$ cat config.mk
export PLATFORM = sky130hd
export DESIGN_NAME = apb_periph_demux
export DESIGN_NICKNAME = d
export VERILOG_FILES = /design/src/rtl/apb_periph_demux_pkg.sv /design/src/rtl/apb_addr_decoder.sv /design/src/rtl/apb_periph_demux.sv
export SDC_FILE = /design/constraint.sdc
export NUM_CORES = 1
export LEC_CHECK = 0
export ABC_AREA = 1
export ABC_CLOCK_PERIOD_IN_PS = 2940
export CAP_MARGIN = 20
export CORE_ASPECT_RATIO = 0.9
export CORE_MARGIN = 2
export CORE_UTILIZATION = 46
export CTS_BUF_LIST = sky130_fd_sc_hd__clkbuf_2
export DETAILED_ROUTE_END_ITERATION = 8
export PLACE_DENSITY = 0.88
export SLEW_MARGIN = 20
export SYNTH_ARGS = -nofsm -noshare
export SYNTH_HDL_FRONTEND = slang
export SYNTH_HIERARCHICAL = 1
export SYNTH_SLANG_ARGS = --single-unit
export TNS_END_PERCENT = 1
$ cat constraint.sdc
create_clock -name clk_i -period 2.94 [get_ports clk_i]
set_input_delay 0.588 -clock clk_i [delete_from_list [all_inputs] [get_ports clk_i]]
set_output_delay 0.588 -clock clk_i [all_outputs]
set_load 0.03 [all_outputs]
$ cat src/rtl/apb_periph_demux_pkg.sv
// Shared types and helpers for the APB peripheral demultiplexer.
// Latency: n/a (types, constants and a constant function only).
// Backpressure: n/a.
//
// Contents: FSM state encoding, default timeout read data, index-width helper.
package apb_periph_demux_pkg;

  typedef enum logic [1:0] {
    IDLE   = 2'd0,
    SETUP  = 2'd1,
    ACCESS = 2'd2,
    RESP   = 2'd3
  } state_e;

  // Read data handed back upstream when a slave is aborted by the watchdog.
  localparam logic [31:0] DEF_TIMEOUT_RDATA = 32'hDEAD_BEEF;

  // Width of a slave index: max(1, clog2(n)).
  function automatic int idx_width(input int n);
    int w;
    w = 1;
    while ((1 << w) < n) begin
      w = w + 1;
    end
    return w;
  endfunction

endpackage

$ cat src/rtl/apb_addr_decoder.sv
// Address decoder: maps an APB address onto one of N_SLV uniform windows.
// Latency: purely combinational, zero cycles.
// Backpressure: none; output follows paddr_i continuously.
//
// Ports:
//   paddr_i  in   APB_AW  absolute address
//   idx_o    out  IDXW    window index (meaningful only when hit_o=1)
//   hit_o    out  1       address falls inside one of the N_SLV windows
module apb_addr_decoder
  import apb_periph_demux_pkg::*;
#(
  parameter int                N_SLV        = 3,
  parameter int                APB_AW       = 32,
  parameter logic [APB_AW-1:0] BASE_ADDR    = 32'h0004_0000,
  parameter logic [APB_AW-1:0] REGION_BYTES = 32'h0000_1000,
  parameter int                IDXW         = idx_width(N_SLV)
) (
  input  logic [APB_AW-1:0] paddr_i,
  output logic [IDXW-1:0]   idx_o,
  output logic              hit_o
);

  // REGION_BYTES is a power of two, so the divide is a plain shift.
  localparam int RSH = $clog2(REGION_BYTES);

  logic [APB_AW-1:0] off;
  logic [APB_AW-1:0] idx_full;

  assign off      = paddr_i - BASE_ADDR;
  assign idx_full = off >> RSH;

  // The lower-bound test rejects addresses whose subtraction wrapped.
  assign hit_o = (paddr_i >= BASE_ADDR) && (idx_full < APB_AW'(N_SLV));
  assign idx_o = idx_full[IDXW-1:0];

endmodule

$ cat src/rtl/apb_periph_demux.sv
// APB 1-to-N demux with registered downstream request, error on unmapped
// addresses and a per-transfer watchdog. Latency: mapped T+3 plus slave wait
// states, unmapped T+1, timeout T+2+TIMEOUT_CYCLES. Backpressure: one transfer
// in flight; new setups are only accepted in IDLE.
//
// Ports:
//   clk_i, rst_i                   clock, synchronous active-high reset
//   s_p*                           upstream APB slave port (from the bridge)
//   m_psel[N_SLV]                  one-hot downstream select
//   m_penable/pwrite/paddr/...     shared downstream control and payload
//   m_pready/pslverr/prdata        per-slave responses (prdata packed by index)
//   timeout_o, timeout_idx_o       abort pulse and index of the aborted slave
module apb_periph_demux
  import apb_periph_demux_pkg::*;
#(
  parameter int                N_SLV          = 3,
  parameter int                APB_AW         = 32,
  parameter int                APB_DW         = 32,
  parameter logic [APB_AW-1:0] BASE_ADDR      = 32'h0004_0000,
  parameter logic [APB_AW-1:0] REGION_BYTES   = 32'h0000_1000,
  parameter int                TIMEOUT_CYCLES = 256,
  parameter logic [APB_DW-1:0] TIMEOUT_RDATA  = APB_DW'(DEF_TIMEOUT_RDATA),
  parameter int                IDXW           = idx_width(N_SLV)
) (
  input  logic                    clk_i,
  input  logic                    rst_i,
  // upstream
  input  logic                    s_psel,
  input  logic                    s_penable,
  input  logic                    s_pwrite,
  input  logic [APB_AW-1:0]       s_paddr,
  input  logic [APB_DW-1:0]       s_pwdata,
  input  logic [APB_DW/8-1:0]     s_pstrb,
  input  logic [2:0]              s_pprot,
  output logic                    s_pready,
  output logic                    s_pslverr,
  output logic [APB_DW-1:0]       s_prdata,
  // downstream
  output logic [N_SLV-1:0]        m_psel,
  output logic                    m_penable,
  output logic                    m_pwrite,
  output logic [APB_AW-1:0]       m_paddr,
  output logic [APB_DW-1:0]       m_pwdata,
  output logic [APB_DW/8-1:0]     m_pstrb,
  output logic [2:0]              m_pprot,
  input  logic [N_SLV-1:0]        m_pready,
  input  logic [N_SLV-1:0]        m_pslverr,
  input  logic [N_SLV*APB_DW-1:0] m_prdata,
  // watchdog
  output logic                    timeout_o,
  output logic [IDXW-1:0]         timeout_idx_o
);

  localparam int CNTW = $clog2(TIMEOUT_CYCLES);

  state_e              state_q, state_d;
  logic [APB_AW-1:0]   addr_q, addr_d;
  logic [APB_DW-1:0]   wdata_q, wdata_d;
  logic [APB_DW/8-1:0] strb_q, strb_d;
  logic [2:0]          prot_q, prot_d;
  logic                write_q, write_d;
  logic [IDXW-1:0]     idx_q, idx_d;
  logic [CNTW-1:0]     cnt_q, cnt_d;
  logic [APB_DW-1:0]   rdata_q, rdata_d;
  logic                slverr_q, slverr_d;
  logic                timeout_q, timeout_d;
  logic [IDXW-1:0]     tidx_q, tidx_d;

  logic [IDXW-1:0]     dec_idx;
  logic                dec_hit;

  logic                sel_rdy;
  logic                sel_err;
  logic [APB_DW-1:0]   sel_rdata;

  apb_addr_decoder #(
    .N_SLV       (N_SLV),
    .APB_AW      (APB_AW),
    .BASE_ADDR   (BASE_ADDR),
    .REGION_BYTES(REGION_BYTES),
    .IDXW        (IDXW)
  ) u_dec (
    .paddr_i(s_paddr),
    .idx_o  (dec_idx),
    .hit_o  (dec_hit)
  );

  // Response of the latched slave only; all other slaves are ignored.
  always_comb begin
    sel_rdy   = 1'b0;
    sel_err   = 1'b0;
    sel_rdata = '0;
    for (int i = 0; i < N_SLV; i++) begin
      if (idx_q == IDXW'(i)) begin
        sel_rdy   = m_pready[i];
        sel_err   = m_pslverr[i];
        sel_rdata = m_prdata[i*APB_DW +: APB_DW];
      end
    end
  end

  always_comb begin
    state_d   = state_q;
    addr_d    = addr_q;
    wdata_d   = wdata_q;
    strb_d    = strb_q;
    prot_d    = prot_q;
    write_d   = write_q;
    idx_d     = idx_q;
    cnt_d     = cnt_q;
    rdata_d   = rdata_q;
    slverr_d  = slverr_q;
    timeout_d = 1'b0;
    tidx_d    = tidx_q;

    unique case (state_q)
      IDLE: begin
        if (s_psel && !s_penable) begin
          addr_d  = s_paddr;
          wdata_d = s_pwdata;
          strb_d  = s_pstrb;
          prot_d  = s_pprot;
          write_d = s_pwrite;
          idx_d   = dec_idx;
          if (dec_hit) begin
            state_d = SETUP;
          end else begin
            state_d  = RESP;
            slverr_d = 1'b1;
            rdata_d  = '0;
          end
        end
      end

      SETUP: begin
        cnt_d   = '0;
        state_d = ACCESS;
      end

      ACCESS: begin
        cnt_d = cnt_q + 1'b1;
        if (sel_rdy) begin
          state_d  = RESP;
          slverr_d = sel_err;
          rdata_d  = write_q ? '0 : sel_rdata;
        end else if (cnt_q == CNTW'(TIMEOUT_CYCLES - 1)) begin
          // Watchdog abort: the pulse is registered so it lines up with RESP.
          state_d   = RESP;
          slverr_d  = 1'b1;
          rdata_d   = write_q ? '0 : TIMEOUT_RDATA;
          timeout_d = 1'b1;
          tidx_d    = idx_q;
        end
      end

      RESP: begin
        state_d = IDLE;
      end

      default: begin
        state_d = IDLE;
      end
    endcase
  end

  always_ff @(posedge clk_i) begin
    if (rst_i) begin
      state_q   <= IDLE;
      addr_q    <= '0;
      wdata_q   <= '0;
      strb_q    <= '0;
      prot_q    <= '0;
      write_q   <= 1'b0;
      idx_q     <= '0;
      cnt_q     <= '0;
      rdata_q   <= '0;
      slverr_q  <= 1'b0;
      timeout_q <= 1'b0;
      tidx_q    <= '0;
    end else begin
      state_q   <= state_d;
      addr_q    <= addr_d;
      wdata_q   <= wdata_d;
      strb_q    <= strb_d;
      prot_q    <= prot_d;
      write_q   <= write_d;
      idx_q     <= idx_d;
      cnt_q     <= cnt_d;
      rdata_q   <= rdata_d;
      slverr_q  <= slverr_d;
      timeout_q <= timeout_d;
      tidx_q    <= tidx_d;
    end
  end

  // Select is decoded from the registered state and index, so it never
  // glitches with upstream inputs.
  always_comb begin
    m_psel = '0;
    if (state_q == SETUP || state_q == ACCESS) begin
      for (int i = 0; i < N_SLV; i++) begin
        if (idx_q == IDXW'(i)) begin
          m_psel[i] = 1'b1;
        end
      end
    end
  end

  assign m_penable = (state_q == ACCESS);
  assign m_pwrite  = write_q;
  assign m_paddr   = addr_q;
  assign m_pwdata  = wdata_q;
  assign m_pstrb   = strb_q;
  assign m_pprot   = prot_q;

  assign s_pready  = (state_q == RESP);
  assign s_pslverr = (state_q == RESP) && slverr_q;
  assign s_prdata  = (state_q == RESP) ? rdata_q : '0;

  assign timeout_o     = timeout_q;
  assign timeout_idx_o = tidx_q;

endmodule

==> results.sh, run 1 <==
export IMPL_rr_startpoint="state_q[0]$_SDFFE_PP0P_"
export IMPL_cp_slowest_cell="dlygate4sd2_1"
export IMPL_tightest_slew_ns=0.891
export IMPL_antenna_found_initial=1
export IMPL_drcViolationCount=0
export IMPL_rsz0062_at_grt="false"
export IMPL_dr_pass1_iters=5
export IMPL_seqCellArea_um2=2400
export IMPL_drt_total_wl_um=21900
export IMPL_drive_gt1_frac=0.0608
export IMPL_synth_nets=1146
export IMPL_die_area_um2=14200
export IMPL_port_buffers=290
export IMPL_maxSlewViolCount=0
export IMPL_setup_viol=0
export IMPL_netlist_area_um2=6080
export IMPL_crit_chain="inv_1, ha_2, inv_1, nor2_1, dlygate4sd2_1"
export IMPL_crit_path_frequent_cell="inv_1"
export IMPL_min_period_over_period=0.955
export IMPL_hpwl_um=16300
export IMPL_crit_type="flip-flop to output pin"
export IMPL_io_pins=291
export IMPL_wl_per_cell_um=15.7
export IMPL_multi_input_area_um2=2950
export IMPL_ir_drop_v=0.000453
export IMPL_grt_util_all_layers=0.306
export IMPL_stdcell_count=1399
export IMPL_grt_overflow_total=0
export IMPL_fmax_ghz=0.356
export IMPL_finalClockSkew_ns=0.0333
export IMPL_clkLatencyLatePin_ns=0.68
export IMPL_ys_types=22
export IMPL_drt_iter0_drc=463
export IMPL_post_cts_buffers=0
export IMPL_netlist_instances=963
export IMPL_area_growth_pct=54.0
export IMPL_crit_fanout=8
export IMPL_nFillCells=1023
export IMPL_dp_slack_ns=0.192
export IMPL_cts_sinks=120
export IMPL_numCtsBuffers=17
export IMPL_grt_max_degree=73
export IMPL_cp_required_ns=2.35
export IMPL_avgSynthCellArea_um2=6.31
export IMPL_endpoint_kind="output pin"
export IMPL_grt_pass1_vias=6973
export IMPL_grt_pass1_wl_um=34700
export IMPL_root_buffer="clkbuf_2"
export IMPL_fin_crit_ns=2.81
export IMPL_placementRows=39
export IMPL_min_path_type="input port to flip-flop"
export IMPL_powerDensity_nw_per_um2=690
export IMPL_nets=1404
export IMPL_critPathLaunch="state_q[1]$_SDFFE_PP0P_"
export IMPL_initial_core_util=0.475
export IMPL_start_kind="flip-flop"
export IMPL_hold_viol=0
export IMPL_ant_nets=0
export IMPL_status="completed"
export IMPL_tns_ns=0
export IMPL_place_congestion=0.911
export IMPL_path_clk_slew_ns=0.19
export IMPL_place_inst=1366
export IMPL_setup_slack_ns=0.133
export IMPL_via_count=7189
export IMPL_maxCapViolations=0
export IMPL_htreeDepth=4
export IMPL_arrival_ns=2.22
export IMPL_fp_dieW_um=125
export IMPL_tritoncts="done"
export IMPL_min_delay_start="rst_i"
export IMPL_leakagePower_nw=4.30
export IMPL_placeableCoreArea_um2=12800
export IMPL_cts_max_path_buffers=2
export IMPL_critPathMaxStageDelay_ns=0.44
export IMPL_ys_ff_latch=120
export IMPL_post_drt_via_cell_ratio=5.14
export IMPL_slew_limit_headroom=0.406
export IMPL_yosysSeqAreaShare=0.395
export IMPL_ys_warn_count=6
export IMPL_die_h_um=113
==> routing by layer <==
layer,up-vias,global-route usage,part of all wire
li1,3558,-,-
met1,3244,0.326,0.37
met2,333,0.536,0.48
met3,54,0.130,0.11
met4,0,0.128,0.039
met5,-,0,0
==> per-stage QoR <==
step                      hold slack (ns)   util  area, um^2  total power [mW]
after floorplan                     0.421      -        6080              4.39
after global placement              0.434  0.716        9150              5.40
after detailed placement            0.452  0.716        9150              5.47
after CTS                           0.273  0.731        9350              6.45
after global routing                0.243  0.732        9360              6.94
final                               0.319  0.732        9360              6.45
==> state kept, by name, summed over array words and instances (netlist names) <==
signal and cells:
timeout_idx_o 2, m_pstrb 4, idx_q 2, m_pwdata 32
m_pprot 3, m_pwrite 1, rdata_q 32, slverr_q 1
cnt_q 8, m_paddr 32, timeout_o 1, state_q 2
==> cells in the final DEF (no fill, tap or decap), types with 5 or more instances in the layout <==
| cell type | count |
|---|---|
| nand3_1 | 133 |
| nand4_1 | 11 |
| inv_1 | 107 |
| dlygate4sd2_1 | 22 |
| clkbuf_2 | 18 |
| o21ai_0 | 7 |
| nand2_1 | 272 |
| nor3_1 | 5 |
| nor2_1 | 91 |
| a21oi_1 | 123 |
| buf_4 | 18 |
| buf_12 | 13 |
| clkdlybuf4s50_1 | 251 |
| dfxtp_1 | 120 |
==> worst max-delay path, delay by kind of cell (launching register included) <==
family	cells	cell delay (ns)
buffers and inverters	3	0.63
DFF	1	0.42
and+or+nand+nor	1	0.11
adders and majority gates	1	0.40
==> synth_stat cells (all sizes together) <==
| cell type | number | area (um^2) |
|---|---|---|
| o21a | 1 | 7.51 |
| clkinv | 2 | 7.51 |
| nor3 | 5 | 25.0 |
| buf | 23 | 143 |
| nand4 | 11 | 68.8 |
| ha | 5 | 62.6 |
| inv | 108 | 405 |
| dfxtp | 120 | 2400 |
| nor2 | 96 | 375 |
| a31oi | 4 | 25.0 |
| nand3 | 136 | 696 |
| o21ai | 8 | 40.0 |
| a21oi | 123 | 616 |
| clkbuf | 48 | 180 |
| nand2 | 273 | 1020 |
==> worst paths after layout <==
path,end,slack [ns],cells past startpoint
setup / recovery,m_psel[2],0.13,5
hold reg to reg,m_pwdata[10]$_SDFFE_PP0P_,0.47,2
setup reg to reg,rdata_q[2]$_SDFFE_PP0P_,0.52,8
hold / removal,m_pwdata[30]$_SDFFE_PP0P_,0.32,3
==> kinds of logic after synthesis <==
group	Yosys count	synth area share
AND/OR/NAND/NOR	521	0.360
buffers and inverters	181	0.121
AO/OA/AOI/OAI	136	0.113
flip-flops	120	0.395
adder cells (fa/ha/maj)	5	0.0103
==> timing repair <==
item                       in CTS  in global routing
gates resized for setup        23                  4
setup endpoints to repair      25                  4
hold buffers                    0                  0
==> report_power, final <==
| part | leakage, nW | internal (mW) | switching [mW] |
|---|---|---|---|
| Combinational | 3.20 | 1.22 | 2.17 |
| Clock | 0.124 | 0.310 | 0.677 |
| Sequential | 0.980 | 1.92 | 0.157 |
| Total | 4.30 | 3.46 | 3.00 |
==> final cells by class <==
class | count | share of cell area
diodes | 1 | 0.000267
clock buffers | 18 | 0.00963
clock inverters | 14 | 0.0135
inverters | 110 | 0.0441
multi-input cells | 662 | 0.316
flip-flops and latches | 120 | 0.257
well taps | 164 | 0.0219
repair buffers | 310 | 0.338
(Power assumes the default switching activity.)
==> run 2, diff against run 1 <==
--- a/config.mk
+++ b/config.mk
@@ -9,11 +9,11 @@
 export ABC_CLOCK_PERIOD_IN_PS = 2940
 export CAP_MARGIN = 20
 export CORE_ASPECT_RATIO = 0.9
-export CORE_MARGIN = 2
 export CORE_UTILIZATION = 46
 export CTS_BUF_LIST = sky130_fd_sc_hd__clkbuf_2
 export DETAILED_ROUTE_END_ITERATION = 8
 export PLACE_DENSITY = 0.88
+export SETUP_SLACK_MARGIN = 0.15
 export SLEW_MARGIN = 20
 export SYNTH_ARGS = -nofsm -noshare
 export SYNTH_HDL_FRONTEND = slang
==> run 2 against run 1 <==
  * Setup slack better by 0.14 ns
  * Hold slack worse by 0.13 ns
  * Sequential cell count unchanged
  * Sequential share of layout area up 0.27 points
  * Power up 3.0%
  * Die area down 3.3%
  * Register-to-register slack better by 0.25 ns
  * Count of clock-buffer cells in the layout up 1
  * Cell area down 0.99%
  * Non-clock buffer count down 1
  * Critical endpoint is now m_psel[1]
  * Highest routed layer unchanged
==> results.sh, run 2 (synthesis results as in run 1) <==
export IMPL_finalClockSkew_ns=0.0318
export IMPL_cts_max_path_buffers=2
export IMPL_slew_limit_headroom=0.499
export IMPL_drt_total_wl_um=22100
export IMPL_drive_gt1_frac=0.0535
export IMPL_wl_met2_um=10500
export IMPL_place_congestion=0.948
export IMPL_maxSlewViolCount=0
export IMPL_powerDensity_nw_per_um2=717
export IMPL_wl_per_cell_um=15.9
export IMPL_placementRows=39
export IMPL_cp_slowest_cell="dfxtp_1"
export IMPL_via_count=7186
export IMPL_post_drt_via_cell_ratio=5.14
export IMPL_antenna_found_initial=0
export IMPL_die_h_um=111
export IMPL_path_delay_family="buffers and inverters"
export IMPL_ir_drop_v=0.000489
export IMPL_stdcell_area_um2=9270
export IMPL_tightest_slew_ns=0.752
export IMPL_nets=1403
export IMPL_maxCapViolations=0
export IMPL_htreeDepth=4
export IMPL_n_antenna_cell=0
export IMPL_placed_cell_area_um2=9030
export IMPL_clkLatencyLatePin_ns=0.68
export IMPL_status="completed"
export IMPL_ant_nets=0
export IMPL_hold_viol=0
export IMPL_endpoint_kind="output pin"
export IMPL_drt_iter0_drc=444
export IMPL_start_kind="flip-flop"
export IMPL_dp_slack_ns=0.349
export IMPL_crit_chain="buf_4, nand2_1, nor2_1, clkdlybuf4s15_2"
export IMPL_fmax_ghz=0.375
export IMPL_nFillCells=1026
export IMPL_tns_ns=0
export IMPL_tritoncts="done"
export IMPL_placeableCoreArea_um2=12800
export IMPL_die_area_um2=13700
export IMPL_wl_met3_um=2580
export IMPL_path_clk_slew_ns=0.18
export IMPL_hpwl_um=16100
export IMPL_final_cell_mix="272 x nand2_1, 251 x clkdlybuf4s50_1, 133 x nand3_1"
export IMPL_top_layer="met4"
export IMPL_critPathMaxStageDelay_ns=0.40
export IMPL_numCtsBuffers=17
export IMPL_leakagePower_nw=4.26
export IMPL_utilization=0.725
export IMPL_setup_slack_ns=0.272
export IMPL_min_path_type="input port to flip-flop"
export IMPL_grt_max_degree=73
export IMPL_grt_util_all_layers=0.324
export IMPL_fp_dieW_um=123
export IMPL_hold_slack_ns=0.187
export IMPL_cts_sinks=120
export IMPL_cp_required_ns=2.35
export IMPL_met1_length_um=8100
export IMPL_ff2ff_setup_slack_ns=0.77
export IMPL_grt_overflow_total=0
export IMPL_fin_crit_ns=2.67
export IMPL_grt_pass1_vias=6905
export IMPL_area_growth_pct=52.4
export IMPL_port_buffers=290
export IMPL_dr_pass1_iters=8
export IMPL_io_pins=291
export IMPL_worst_path_buf_inv=2
export IMPL_layout_commonest_cell="nand2_1"
export IMPL_grt_pass1_wl_um=33900
export IMPL_arrival_ns=2.08
export IMPL_min_period_over_period=0.908
export IMPL_initial_core_util=0.475
export IMPL_rsz0062_at_grt="true"
export IMPL_crit_type="flip-flop to output pin"
export IMPL_root_buffer="clkbuf_2"
export IMPL_crit_fanout=35
export IMPL_setup_viol=0
export IMPL_drcViolationCount=0
[run 2: cell types whose count changed in the layout (fill, tap and decap cells not counted), sizes merged]
cell,before,now
dlygate4sd2,22,31
inv,110,109
bufinv,1,4
clkdlybuf4s15,0,6
clkbuf,18,19
dlymetal6s2s,4,0
buf,33,21
clkinvlp,4,1
diode,1,0
[run 2: worst paths after layout]
kind,startpoint,to,depth (start not counted)
setup reg to reg,state_q[0]$_SDFFE_PP0P_,rdata_q[31]$_SDFFE_PP0P_,8
hold / removal,rst_i,cnt_q[1]$_SDFFE_PP0N_,2
hold reg to reg,cnt_q[6]$_SDFFE_PP0N_,cnt_q[6]$_SDFFE_PP0N_,2
setup / recovery,idx_q[0]$_SDFFE_PP0P_,m_psel[1],4
[run 2: metal layers]
metal,global-route usage,up-vias
met4,0.151,0
met1,0.339,3213
met5,0,-
met2,0.555,357
li1,-,3554
met3,0.132,62
[run 2: power breakdown]
| group | leakage (nW) | internal, mW | switching (mW) |
|---|---|---|---|
| Clock | 0.166 | 0.562 | 0.639 |
| Sequential | 0.980 | 1.92 | 0.159 |
| Combinational | 3.12 | 1.20 | 2.17 |
[run 2: per-stage QoR]
stage | power, mW | std cells
after floorplan | 4.39 | 963
after global placement | 5.37 | 1365
after detailed placement | 5.45 | 1365
after CTS | 6.64 | 1397
after global routing | 7.18 | 1397
final | 6.65 | 1397
[run 2: layout make-up]
class | instances | area (um^2) | share of cell area
clock inverters | 13 | 178 | 0.0192
repair buffers | 309 | 3020 | 0.326
inverters | 110 | 413 | 0.0446
clock buffers | 19 | 95.1 | 0.0103
multi-input cells | 662 | 2950 | 0.319
flip-flops and latches | 120 | 2400 | 0.259
well taps | 164 | 205 | 0.0221
[run 2: what timing repair did]
item                       in CTS  in global routing
hold buffers                    0                  0
resized for setup              45                  8
setup endpoints to repair      38                 36
gates cloned                    0                  0
buffers inserted                0                  0
==> run 3, diff against run 2 <==
--- a/config.mk
+++ b/config.mk
@@ -8,11 +8,13 @@
 export ABC_AREA = 1
 export ABC_CLOCK_PERIOD_IN_PS = 2940
 export CAP_MARGIN = 20
+export CELL_PAD_IN_SITES_DETAIL_PLACEMENT = 0
+export CELL_PAD_IN_SITES_GLOBAL_PLACEMENT = 1
 export CORE_ASPECT_RATIO = 0.9
-export CORE_UTILIZATION = 46
+export CORE_UTILIZATION = 30
 export CTS_BUF_LIST = sky130_fd_sc_hd__clkbuf_2
 export DETAILED_ROUTE_END_ITERATION = 8
-export PLACE_DENSITY = 0.88
+export PLACE_DENSITY = 0.87
 export SETUP_SLACK_MARGIN = 0.15
 export SLEW_MARGIN = 20
 export SYNTH_ARGS = -nofsm -noshare
==> run 3 against run 2 <==
  * The run now ends with design-rule violations left
  * Fmax grew 1.2%
  * Power shrank 2.7%
  * Sequential power is essentially flat
  * Critical path type unchanged
  * Sequential share of layout area shrank 0.67 points
  * Largest power group unchanged
==> results.sh, run 3 (synthesis results as in run 1) <==
export IMPL_drt_iter0_drc=403
export IMPL_dr_pass1_iters=7
export IMPL_crit_chain="ha_1, buf_6, nand2_1, inv_1, dlygate4sd2_1"
export IMPL_powerDensity_nw_per_um2=680
export IMPL_cts_sinks=120
export IMPL_place_congestion=0.812
export IMPL_root_buffer="clkbuf_2"
export IMPL_cp_slowest_cell="dlygate4sd2_1"
export IMPL_drcViolationCount=41
export IMPL_grt_max_degree=73
export IMPL_grt_util_all_layers=0.216
export IMPL_ff2ff_setup_slack_ns=0.69
export IMPL_numCtsBuffers=17
export IMPL_leakagePower_nw=4.23
export IMPL_tightest_slew_ns=0.889
export IMPL_utilization=0.477
export IMPL_io_pins=291
export IMPL_fmax_ghz=0.379
export IMPL_min_period_over_period=0.896
export IMPL_power_mw=6.47
export IMPL_slew_limit_headroom=0.407
export IMPL_placeableCoreArea_um2=19900
export IMPL_critPathMaxStageDelay_ns=0.40
export IMPL_setup_viol=0
export IMPL_path_clk_slew_ns=0.20
export IMPL_min_path_type="input port to flip-flop"
export IMPL_finalClockSkew_ns=0.0415
export IMPL_crit_fanout=34
export IMPL_critPathLaunch="state_q[1]$_SDFFE_PP0P_"
export IMPL_clkLatencyLatePin_ns=0.69
export IMPL_via_count=6983
export IMPL_initial_core_util=0.305
export IMPL_worstSetupEndpoint="s_prdata[15]"
export IMPL_port_buffers=290
export IMPL_maxCapViolations=0
export IMPL_area_growth_pct=56.5
export IMPL_die_h_um=137
export IMPL_hold_slack_ns=0.344
export IMPL_crit_type="flip-flop to output pin"
export IMPL_tritoncts="done"
export IMPL_fp_dieW_um=152
export IMPL_layout_commonest_cell="nand2_1"
export IMPL_antenna_found_initial=3
export IMPL_start_kind="flip-flop"
export IMPL_fin_crit_ns=2.64
export IMPL_final_cell_mix="272 x nand2_1, 251 x clkdlybuf4s50_1, 133 x nand3_1"
export IMPL_tns_ns=0
export IMPL_hpwl_um=16400
export IMPL_post_drt_via_cell_ratio=4.69
export IMPL_cts_max_path_buffers=2
export IMPL_die_area_um2=20800
export IMPL_drt_total_wl_um=22300
export IMPL_rsz0062_at_grt="true"
export IMPL_grt_overflow_total=0
export IMPL_endpoint_kind="output pin"
export IMPL_nets=1402
export IMPL_rr_startpoint="state_q[0]$_SDFFE_PP0P_"
export IMPL_grt_pass1_vias=6646
export IMPL_cp_required_ns=2.35
export IMPL_grt_pass1_wl_um=35200
export IMPL_ff2ff_path_depth=8
export IMPL_status="complete, but fails checks"
export IMPL_r2r_end="rdata_q[1]$_SDFFE_PP0P_"
export IMPL_drive_gt1_frac=0.0641
export IMPL_hold_viol=0
export IMPL_post_cts_buffers=0
export IMPL_maxSlewViolCount=0
export IMPL_stdcell_count=1489
export IMPL_holdBufCountCts=0
export IMPL_placementRows=49
export IMPL_violations="design-rule violations"
export IMPL_place_inst=1455
export IMPL_ant_nets=0
export IMPL_arrival_ns=2.05
export IMPL_ir_drop_v=0.000338
export IMPL_wl_per_cell_um=14.9
export IMPL_htreeDepth=4
-- run 3: power by group --
group / internal, mW / switching [mW]
Sequential: 1.92 / 0.166
Combinational: 1.25 / 2.13
Clock: 0.304 / 0.691
-- run 3: worst min-delay path by stage --
| stage | endpoint | start | cells after the start |
|---|---|---|---|
| after floorplan | cnt_q[6]$_SDFFE_PP0N_ | cnt_q[6]$_SDFFE_PP0N_ | 2 |
| after global placement | cnt_q[6]$_SDFFE_PP0N_ | cnt_q[6]$_SDFFE_PP0N_ | 2 |
| after detailed placement | cnt_q[6]$_SDFFE_PP0N_ | cnt_q[6]$_SDFFE_PP0N_ | 2 |
| after CTS | m_paddr[27]$_SDFFE_PP0P_ | rst_i | 3 |
| after global routing | m_paddr[28]$_SDFFE_PP0P_ | rst_i | 3 |
| final | m_paddr[27]$_SDFFE_PP0P_ | rst_i | 3 |
-- run 3: per-stage QoR --
stage / area, um^2 / worst slack (ns)
2_1_floorplan: 6080 / 0.876
3_3_place_gp: 9320 / 0.250
3_5_place_dp: 9320 / 0.221
4_1_cts: 9510 / 0.157
5_1_grt: 9510 / 0.120
6_report: 9510 / 0.305
-- run 3: final cells by class --
type                            count  area (um^2)
Clock buffer                       17         85.1
Sequential cell                   120         2400
Tap cell                          255          319
Fill cell                        2053        10400
Antenna cell                        2         5.00
Timing Repair Buffer              308         3200
Clock inverter                     15          130
Multi-Input combinational cell    662         2950
Inverter                          110          413
-- run 3: timing repair --
action                     in CTS  in global routing
pin swaps                       0                  0
setup endpoints to repair      23                 20
gates resized for setup        37                  5
hold endpoints to repair        0                  0
-- run 3: worst max-delay path: cells and delay by family, from the launching register on --
family        cells  cell delay [ns]
fa+ha+maj         1             0.16
flops             1             0.39
simple gates      1             0.11
buf+inv           3             0.72
-- run 3: metal layers --
metal | vias up | wire, um | track usage
met2 | 240 | 10600 | 0.377
met3 | 22 | 2320 | 0.0896
met5 | - | 13 | 0
met1 | 3165 | 9000 | 0.241
met4 | 2 | 297 | 0.0635
li1 | 3554 | - | -
